## src/rtl/uart_pkg.sv

```systemverilog
// Shared UART constants and the divisor helper used for reset defaults and software models.
package uart_pkg;

   localparam int unsigned DIV_W      = 16;
   localparam int unsigned FRAC_W     = 4;
   localparam int unsigned OVERSAMPLE = 16;

   typedef struct packed {
      logic [DIV_W-1:0]  div_int;
      logic [FRAC_W-1:0] div_frac;
   } baud_div_t;

   // Rounds clk_hz/(baud*os) to the nearest 1/2^FRAC_W, then splits it into int and fraction.
   function automatic baud_div_t baud_div(input longint unsigned clk_hz,
                                          input longint unsigned baud,
                                          input longint unsigned os);
      longint unsigned den;
      longint unsigned total;
      baud_div_t       r;
      den        = baud * os;
      total      = ((clk_hz << FRAC_W) + den / 2) / den;
      r.div_int  = DIV_W'(total >> FRAC_W);
      r.div_frac = FRAC_W'(total);
      return r;
   endfunction

endpackage

```

## src/rtl/frac_divider.sv

```systemverilog
// Fractional-N clock divider: emits a one-cycle tick every div_int or div_int+1 clocks,
// with glitch-free divisor reload at the period boundary.
module frac_divider #(
   parameter int unsigned       DIV_W        = 16,
   parameter int unsigned       FRAC_W       = 4,
   parameter logic [DIV_W-1:0]  DIV_INT_DEF  = 16'd325,
   parameter logic [FRAC_W-1:0] DIV_FRAC_DEF = 4'd8
) (
   input  logic              clk_50m,
   input  logic              rst_n,
   input  logic              en,
   input  logic [DIV_W-1:0]  div_int,
   input  logic [FRAC_W-1:0] div_frac,
   input  logic              div_load,
   output logic              tick,
   output logic              busy_load
);

   logic [DIV_W-1:0]  cnt_q, cnt_d, int_act_q, int_act_d, int_pend_q, int_pend_d;
   logic [FRAC_W-1:0] frac_acc_q, frac_acc_d, frac_act_q, frac_act_d, frac_pend_q, frac_pend_d;
   logic              busy_q, busy_d, tick_q, tick_d;
   logic [DIV_W-1:0]  src_int, reload_val;
   logic [FRAC_W-1:0] src_frac, acc_sum;
   logic              carry;

   // A divisor below 2 would allow back-to-back ticks.
   function automatic logic [DIV_W-1:0] clamp_int(input logic [DIV_W-1:0] v);
      return (v < DIV_W'(2)) ? DIV_W'(2) : v;
   endfunction

   always_comb begin
      src_int          = busy_q ? int_pend_q : int_act_q;
      src_frac         = busy_q ? frac_pend_q : frac_act_q;
      {carry, acc_sum} = {1'b0, frac_acc_q} + {1'b0, src_frac};
      reload_val       = clamp_int(src_int) - DIV_W'(1) + DIV_W'(carry);

      cnt_d       = cnt_q;
      frac_acc_d  = frac_acc_q;
      int_act_d   = int_act_q;
      frac_act_d  = frac_act_q;
      int_pend_d  = int_pend_q;
      frac_pend_d = frac_pend_q;
      busy_d      = busy_q;
      tick_d      = 1'b0;

      if (!en) begin
         // Stopped: nothing is mid-period that could be cut short, so apply at once.
         if (div_load) begin
            int_act_d   = div_int;
            frac_act_d  = div_frac;
            int_pend_d  = div_int;
            frac_pend_d = div_frac;
            cnt_d       = clamp_int(div_int) - DIV_W'(1);
            frac_acc_d  = '0;
            busy_d      = 1'b0;
         end else if (busy_q) begin
            int_act_d  = int_pend_q;
            frac_act_d = frac_pend_q;
            cnt_d      = clamp_int(int_pend_q) - DIV_W'(1);
            frac_acc_d = '0;
            busy_d     = 1'b0;
         end
      end else begin
         if (cnt_q == '0) begin
            tick_d     = 1'b1;
            cnt_d      = reload_val;
            frac_acc_d = acc_sum;
            int_act_d  = src_int;
            frac_act_d = src_frac;
            busy_d     = 1'b0;
         end else begin
            cnt_d = cnt_q - DIV_W'(1);
         end
         if (div_load) begin
            int_pend_d  = div_int;
            frac_pend_d = div_frac;
            busy_d      = 1'b1;
         end
      end
   end

   always_ff @(posedge clk_50m or negedge rst_n) begin
      if (!rst_n) begin
         cnt_q       <= DIV_INT_DEF - DIV_W'(1);
         frac_acc_q  <= '0;
         int_act_q   <= DIV_INT_DEF;
         frac_act_q  <= DIV_FRAC_DEF;
         int_pend_q  <= DIV_INT_DEF;
         frac_pend_q <= DIV_FRAC_DEF;
         busy_q      <= 1'b0;
         tick_q      <= 1'b0;
      end else begin
         cnt_q       <= cnt_d;
         frac_acc_q  <= frac_acc_d;
         int_act_q   <= int_act_d;
         frac_act_q  <= frac_act_d;
         int_pend_q  <= int_pend_d;
         frac_pend_q <= frac_pend_d;
         busy_q      <= busy_d;
         tick_q      <= tick_d;
      end
   end

   assign tick      = tick_q;
   assign busy_load = busy_q;

endmodule

```

## src/rtl/baud_gen_frac.sv

```systemverilog
// Programmable baud tick generator: oversample tick, bit tick and restartable Rx mid-bit strobe.
module baud_gen_frac #(
   parameter int unsigned CLK_HZ       = 50000000,
   parameter int unsigned BAUD_DEFAULT = 9600,
   parameter int unsigned OVERSAMPLE   = uart_pkg::OVERSAMPLE,
   parameter int unsigned DIV_W        = uart_pkg::DIV_W,
   parameter int unsigned FRAC_W       = uart_pkg::FRAC_W
) (
   input  logic              clk_50m,
   input  logic              rst_n,
   input  logic              en,
   input  logic [DIV_W-1:0]  div_int,
   input  logic [FRAC_W-1:0] div_frac,
   input  logic              div_load,
   input  logic              rx_resync,
   output logic              Rxclk_en,
   output logic              Txclk_en,
   output logic              rx_sample,
   output logic              busy_load
);
   import uart_pkg::*;

   localparam int unsigned       OS_W         = $clog2(OVERSAMPLE);
   localparam baud_div_t         DIV_DEF      = baud_div(64'(CLK_HZ), 64'(BAUD_DEFAULT),
                                                         64'(OVERSAMPLE));
   localparam logic [DIV_W-1:0]  DIV_INT_DEF  = DIV_W'(DIV_DEF.div_int);
   localparam logic [FRAC_W-1:0] DIV_FRAC_DEF = FRAC_W'(DIV_DEF.div_frac);
   localparam logic [OS_W-1:0]   RX_MID       = OS_W'(OVERSAMPLE / 2 - 1);

   logic            tick;
   logic [OS_W-1:0] tx_cnt_q, rx_ph_q;

   frac_divider #(
      .DIV_W        (DIV_W),
      .FRAC_W       (FRAC_W),
      .DIV_INT_DEF  (DIV_INT_DEF),
      .DIV_FRAC_DEF (DIV_FRAC_DEF)
   ) u_frac_divider (
      .clk_50m   (clk_50m),
      .rst_n     (rst_n),
      .en        (en),
      .div_int   (div_int),
      .div_frac  (div_frac),
      .div_load  (div_load),
      .tick      (tick),
      .busy_load (busy_load)
   );

   always_ff @(posedge clk_50m or negedge rst_n) begin
      if (!rst_n) begin
         tx_cnt_q <= '0;
         rx_ph_q  <= '0;
      end else begin
         if (tick) tx_cnt_q <= tx_cnt_q + OS_W'(1);
         // A resync restarts the bit phase and swallows any coincident tick.
         if (rx_resync)  rx_ph_q <= '0;
         else if (tick)  rx_ph_q <= rx_ph_q + OS_W'(1);
      end
   end

   assign Rxclk_en  = tick;
   assign Txclk_en  = tick & (tx_cnt_q == '0);
   assign rx_sample = tick & (rx_ph_q == RX_MID) & ~rx_resync;

endmodule

```

## config.mk

```make
export PLATFORM = sky130hd
export DESIGN_NAME = baud_gen_frac
export DESIGN_NICKNAME = d
export VERILOG_FILES = /design/src/rtl/uart_pkg.sv /design/src/rtl/frac_divider.sv /design/src/rtl/baud_gen_frac.sv
export SDC_FILE = /design/constraint.sdc
export NUM_CORES = 1
export LEC_CHECK = 0
export CAP_MARGIN = 0
export CORE_ASPECT_RATIO = 1.25
export CORE_MARGIN = 5
export CORE_UTILIZATION = 60
export CTS_BUF_LIST = sky130_fd_sc_hd__clkbuf_16
export DETAILED_ROUTE_END_ITERATION = 8
export PLACE_DENSITY = 0.8
export SYNTH_ARGS = -nofsm -noshare
export SYNTH_HDL_FRONTEND = slang
export SYNTH_SLANG_ARGS = --single-unit
```

## constraint.sdc

```tcl
create_clock -name clk_50m -period 5.3 [get_ports clk_50m]
set_input_delay 1.06 -clock clk_50m [delete_from_list [all_inputs] [get_ports clk_50m]]
set_output_delay 1.06 -clock clk_50m [all_outputs]
set_load 0.02 [all_outputs]
```

==> results of run 1 <==
==> Yosys cell counts, types with 2 or more instances <==
master / instances / share of area
buf_6: 2 / 0.0047
xor2_1: 9 / 0.016
o311a_1: 2 / 0.0042
dfstp_2: 13 / 0.071
xnor2_1: 21 / 0.038
and2_1: 3 / 0.0039
nor2_1: 47 / 0.037
o211ai_1: 9 / 0.014
o21ai_0: 18 / 0.019
nand3_1: 9 / 0.0094
nor2_2: 3 / 0.0039
a221oi_1: 2 / 0.0037
buf_2: 11 / 0.011
a221o_1: 2 / 0.0042
nand3b_1: 2 / 0.0031
nor3b_1: 8 / 0.013
nor4b_1: 2 / 0.0037
inv_1: 17 / 0.013
or4_1: 2 / 0.0031
clkbuf_1: 10 / 0.0078
a211oi_1: 7 / 0.011
nor4_1: 16 / 0.021
a22oi_1: 6 / 0.0094
a211o_1: 2 / 0.0037
mux2i_1: 34 / 0.071
or2_4: 2 / 0.0037
ha_1: 12 / 0.031
nor3_1: 24 / 0.025
mux2_2: 15 / 0.035
or2_2: 2 / 0.0026
o221ai_1: 4 / 0.0073
inv_2: 4 / 0.0031
a21oi_1: 31 / 0.032
o21ai_1: 9 / 0.0094
a31oi_1: 5 / 0.0065
o22ai_1: 14 / 0.018
o211a_1: 3 / 0.0063
nor3_2: 3 / 0.0063
dfrtp_1: 57 / 0.30
nand2b_1: 5 / 0.0065
or3_1: 3 / 0.0039
nand2_1: 40 / 0.031
nand4_1: 9 / 0.012
a21o_1: 3 / 0.0047
==> metrics by stage <==
stage / area, sq um / std cells / setup slack [ps]
floorplan: 4790 / 526 / 1470
global placement: 5110 / 631 / 1450
detailed placement: 5110 / 631 / 1370
CTS: 5400 / 647 / 1470
global route: 5400 / 647 / 1100
finish: 5400 / 647 / 1380
==> worst paths after layout <==
kind | from | to | slack, ps | cells after the start
worst max-delay path | u_frac_divider.busy_load | u_frac_divider.cnt_q[12] | 1380 | 13
worst min-delay path | tx_cnt_q[3] | tx_cnt_q[3] | 480 | 1
worst max register to register | u_frac_divider.busy_load | u_frac_divider.cnt_q[12] | 1380 | 13
worst min register to register | tx_cnt_q[3] | tx_cnt_q[3] | 480 | 1
max in group asynchronous | rst_n | u_frac_divider.int_act_q[6] | 3530 | 2
min in group asynchronous | rst_n | u_frac_divider.cnt_q[5] | 790 | 1
==> state kept, by name, summed over array words and instances, names as in the netlist <==
| register | cells |
|---|---|
| u_frac_divider.frac_act_q | 4 |
| u_frac_divider.frac_pend_q | 4 |
| u_frac_divider.tick | 1 |
| u_frac_divider.busy_load | 1 |
| rx_ph_q | 4 |
| tx_cnt_q | 4 |
| u_frac_divider.int_act_q | 16 |
| u_frac_divider.frac_acc_q | 4 |
| u_frac_divider.int_pend_q | 16 |
| u_frac_divider.cnt_q | 16 |
==> worst max-delay path, stage by stage, from the launching register on <==
cell      delay, ps
dfrtp_2         630
buf_4           350
nor4_1          300
o22ai_1         150
nor3_2          470
o211a_1         250
or2_2           110
ha_1            160
ha_1            230
o221ai_1        280
nor4_1          380
xnor2_1         160
a22oi_1         190
nand3_1         100
==> cells by family (layout without fill, tap and decap cells) <==
| logic type | count (synthesis) | in the layout | synth area share |
|---|---|---|---|
| AO/OA/AOI/OAI | 127 | 127 | 0.176 |
| XOR/XNOR | 30 | 30 | 0.0548 |
| adder cells (fa/ha/maj) | 13 | 13 | 0.0355 |
| buffers and inverters | 45 | 71 | 0.0412 |
| flip-flops | 70 | 70 | 0.369 |
| multiplexers | 51 | 51 | 0.114 |
| AND/OR/NAND/NOR | 190 | 190 | 0.210 |
==> power by group through the flow <==
stage	Sequential [mW]	Combinational, mW	Clock (mW)
after floorplan	0.676	0.272	0
after global placement	0.706	0.363	0
after detailed placement	0.709	0.373	0
after CTS	0.701	0.375	0.590
after global routing	0.714	0.416	0.614
final	0.706	0.380	0.584
==> metal layers <==
layer / global-route usage / up-vias / part of all wire
li1: - / 1991 / -
met1: 0.349 / 2092 / 0.42
met2: 0.502 / 214 / 0.49
met3: 0.0507 / 43 / 0.056
met4: 0.100 / 0 / 0.027
met5: 0 / - / 0
==> final cells by class <==
| cell class | instances | share of cell area |
|---|---|---|
| flip-flops and latches | 70 | 0.328 |
| clock buffers | 9 | 0.0417 |
| inverters | 21 | 0.0146 |
| well taps | 95 | 0.0220 |
| repair buffers | 34 | 0.0584 |
| multi-input cells | 411 | 0.524 |
| clock inverters | 7 | 0.0109 |
==> results.tsv, run 1 <==
stage	metric	value	unit
setup_path	worst-path-max-fanout	31	
yosys	seq_area_frac_synth	0.369	
global_route	grtUsageTotal	0.283	
cts	htreeDepth	3	
drt	routed_wl	13600	um
pwr	switchingPower	0.540	mW
cells_and_area	antenna_cells	0	
timing	setup_viol	0	
cts	cts-root-buf	clkbuf_16	
yosys	synth_cells	526	
placement	gp_congestion	0.964	
global_route	grt_max_degree	38	
timing	tightest_slew	846	ps
yosys	ys_types	68	
floorplanning	num_rows	36	
floorplanning	die_w	90.0	um
setup_path	start_kind	flop	
setup_path	critPathRequiredTime	5510	ps
yosys	synth-main-ff-cell	dfrtp_1	
global_route	grt_pass1_wl	22000	um
cells_and_area	final_common_cell	dfrtp_1	
yosys	syn_area	0.00479	sq mm
cts	cts_made_buffers	9	
drt	drt.antenna.violating_nets	0	
cts	ctsHoldBuffers	0	
drt	drt_iter0_markers	314	
setup_path	arrival	4130	ps
drt	vias	4340	
pwr	peakVddDrop	0.216	mV
pwr	powerDensity	310	mW/mm^2
timing	grt_setup_unrepaired	false	
cts	cts.reportedPaths.clkPinSlew	60	ps
placement	portBuffers	28	
cells_and_area	final_util	0.692	
floorplanning	io_pins	29	
drt	wl_per_cell	21.0	um
timing	fin_crit_sh	0.739	
drt	first_pass_iters	5	
yosys	ys_seq_elements	70	
cts	ctsResizeCount	0	
floorplanning	start_util	0.615	
setup_path	critPathCaptureType	flop	
timing	setup_tns	0	ps
yosys	ys.warnings.count	0	
timing	max_slew_margin	0.430	
cells_and_area	area_delta_synth_final	12.5	%
flow_run	cap_violations	0	
timing	clock.fmax	0.255	GHz
timing	timing.hold.ws	484	ps
cts	clk_latency	340	ps
drt	via_per_inst	6.71	
floorplanning	die-area	0.00989	sq mm
pwr	p_total	1.67	mW
cells_and_area	seqCellArea	0.00177	sq mm
status	status	completed	
cells_and_area	drive_above_1_share	0.136	
timing	slew_viol_final	0	
floorplanning	design.core.area	0.00779	sq mm
pwr	intPower	1.13	mW
global_route	grt-ovfl-total	0	
cells_and_area	multi_input_comb_area	0.00283	sq mm
pwr	comb_power_share	0.227	
placement	dp_hpwl	10100	um
pwr	p_leak	2.17	nW
timing	skew	5.92	ps
pwr	clkPwrFrac	0.350	
hold_path	min_path_type	flop to flop	
global_route	antenna_found_initial	0	
yosys	postSynth.asyncResetShare	1.00	
cts	cts_max_path_buffers	2	
floorplanning	die_y	110	um
setup_path	path_class	flop to flop	
cts	tritoncts	yes	
yosys	synth_edf_count	0	
timing	post-route-min-period	3920	ps
cells_and_area	final_nets	585	
drt	drc_errors	0	
global_route	grt_pass1_vias	4263	
pwr	p_seq_frac	0.423	
cells_and_area	nFillCells	619	
pwr	switching_share	0.323	
timing	hold_viol_final	0	
cells_and_area	mostFrequentLayoutCells	dfrtp_1, nor2_1, nand2_1	
yosys	synth_fp_nets	564	
cts	clock_sinks	70	
yosys	postSynthAreaPerCell	9.12	sq um
cts	postCtsSetupBuffers	0	
Note: power is estimated with default switching activity, not from simulation.
==> run 2, diff against run 1 <==
- CORE_UTILIZATION: 60 -> 55
- PLACE_DENSITY: 0.8 -> 0.78
- clock period: 5.3 -> 3.1 ns (I/O delays scaled with it)
==> run 2 against run 1 <==
Worst setup slack worse by 1300 ps. Critical endpoint is now u_frac_divider.cnt_q[11]. Final cell count increased by 11%. The run now ends with design-rule violations left. Largest cell class unchanged. First-iteration DRC count is 20% higher. Sequential share of layout area decreased by 2.9 points. Critical path depth fell by 1. Largest power group unchanged. Clock power grew 56%. Register-to-register slack got worse by 1300 ps.
==> results.tsv, run 2 (synthesized netlist as in run 1, its figures left out) <==
stage	metric	value	unit
cts	cts_max_path_buffers	2	
floorplanning	num_rows	38	
global_route	busiest_layer	met2	
timing	clock.fmax	0.332	GHz
drt	drt_iter0_markers	376	
drt	first_pass_iters	9	
cts	tritoncts	yes	
setup_path	worst-path-max-fanout	21	
cells_and_area	area_delta_synth_final	23.4	%
placement	portBuffers	28	
pwr	peakVddDrop	0.378	mV
cts	cts-root-buf	clkbuf_16	
setup_path	arrival	3180	ps
drt	vias	4477	
placement	dpl-instance-area	0.00559	sq mm
cells_and_area	drive_above_1_share	0.237	
global_route	antenna_found_initial	0	
cells_and_area	largestRegisters	u_frac_divider.cnt_q (16), u_frac_divider.int_act_q (16), u_frac_divider.int_pend_q (16)	
placement	placedCellCount	702	
cells_and_area	final_common_cell	dfrtp_1	
drt	drt.antenna.violating_nets	0	
timing	grt_setup_unrepaired	true	
cells_and_area	final_area	0.00592	sq mm
cells_and_area	final_util	0.688	
global_route	grtUsageTotal	0.273	
timing	timing.hold.ws	305	ps
hold_path	min_path_type	input port to asynchronous set/reset pin	
setup_path	rr_worst_depth	12	
timing	slew_viol_final	0	
pwr	p_leak	2.42	nW
setup_path	r2r_slack	90	ps
drt	routed_wl	14200	um
timing	tightest_slew	718	ps
global_route	grt_pass1_vias	4430	
setup_path	critPathRequiredTime	3270	ps
global_route	grt-ovfl-total	0	
cts	cts.reportedPaths.clkPinSlew	60	ps
floorplanning	die_w	93.5	um
floorplanning	io_pins	29	
placement	preCtsSetupSlack	-69.4	ps
setup_path	critPathCaptureType	flop	
timing	post-route-min-period	3010	ps
pwr	powerDensity	484	mW/mm^2
cts	postCtsSetupBuffers	0	
timing	fin_crit_sh	0.971	
timing	worst_slack	90.5	ps
global_route	grt_use_met1	0.343	
floorplanning	design.core.area	0.00861	sq mm
timing	skew	4.46	ps
setup_path	path_class	flop to flop	
floorplanning	die_y	114	um
setup_path	rr_startpoint	u_frac_divider.busy_load	
setup_path	worstReg2RegEnd	u_frac_divider.cnt_q[11]	
timing	hold_viol_final	0	
timing	max_slew_margin	0.521	
drt	via_per_inst	6.24	
status	status	finished with violations	
global_route	grt_max_degree	45	
timing	setup_viol	0	
drt	drc_errors	1	
placement	gp_congestion	0.921	
global_route	grt_pass1_wl	22500	um
pwr	p_total	2.86	mW
global_route	met2_usage	0.455	
cells_and_area	antenna_cells	0	
cells_and_area	mostFrequentLayoutCells	dfrtp_1, buf_4, nor2_1	
global_route	gr-usage-met3	0.0408	
cts	cts_made_buffers	9	
cells_and_area	finalNonFillerCells	718	
floorplanning	die-area	0.0107	sq mm
cts	htreeDepth	3	
placement	dp_hpwl	10700	um
flow_run	cap_violations	0	
cts	clock_sinks	70	
timing	setup_tns	0	ps
floorplanning	start_util	0.557	
status	violations	design-rule violations	
drt	wl_per_cell	19.8	um
setup_path	start_kind	flop	
cts	clk_latency	330	ps
cells_and_area	final_nets	631	
==> run 2: cell count changes in the layout (fill, tap and decap cells not counted), moves of 3 or more <==
cell	delta
ha_4	+3
buf_4	+44
nor3_2	+4
ha_1	-4
nor3_1	-4
nor4_2	+4
nor4_1	-5
==> run 2: what timing repair did <==
| action | CTS | global route |
|---|---|---|
| hold buffers | 0 | 0 |
| hold endpoints to repair | 0 | 0 |
| endpoints found under the setup margin | 0 | 4 |
| resized for setup | 0 | 11 |
==> run 2: power breakdown <==
group	leakage (nW)	internal, mW	switching [mW]
combinational	1.45	0.342	0.406
clock	0.135	0.528	0.382
sequential	0.831	1.05	0.158
==> run 2: worst max path at each step <==
stage / cells past startpoint / start / end / slack [ps]
after floorplan: 16 / u_frac_divider.busy_load / u_frac_divider.cnt_q[8] / -200
after global placement: 11 / div_int[11] / u_frac_divider.cnt_q[12] / 10
after detailed placement: 11 / div_int[11] / u_frac_divider.cnt_q[12] / -70
after CTS: 12 / u_frac_divider.busy_load / u_frac_divider.cnt_q[11] / 70
after global routing: 12 / u_frac_divider.busy_load / u_frac_divider.cnt_q[11] / -80
final: 12 / u_frac_divider.busy_load / u_frac_divider.cnt_q[11] / 90
==> run 2: layout make-up <==
class,instances,area [sq um]
Multi-Input combinational cell,411,2980
Fill cell,689,2690
Sequential cell,70,1770
Timing Repair Buffer,80,686
Clock buffer,9,225
Tap cell,120,150
Inverter,21,78.8
Clock inverter,7,33.8
==> run 2: per-layer routing <==
layer	wire length, um	share of wire
met1	5790	0.41
met2	7070	0.50
met3	903	0.064
met4	449	0.032
met5	0	0
==> run 2: critical path, cell delays in order (launching register included) <==
cell      delay (ps)
dfrtp_2          430
buf_12           170
buf_4            220
nor4_2           360
a21o_2           190
o211a_1          170
or2_2            110
ha_2             180
o21ai_1           90
nand3b_1         310
nor3_2           260
xor2_1           190
o221ai_1         160
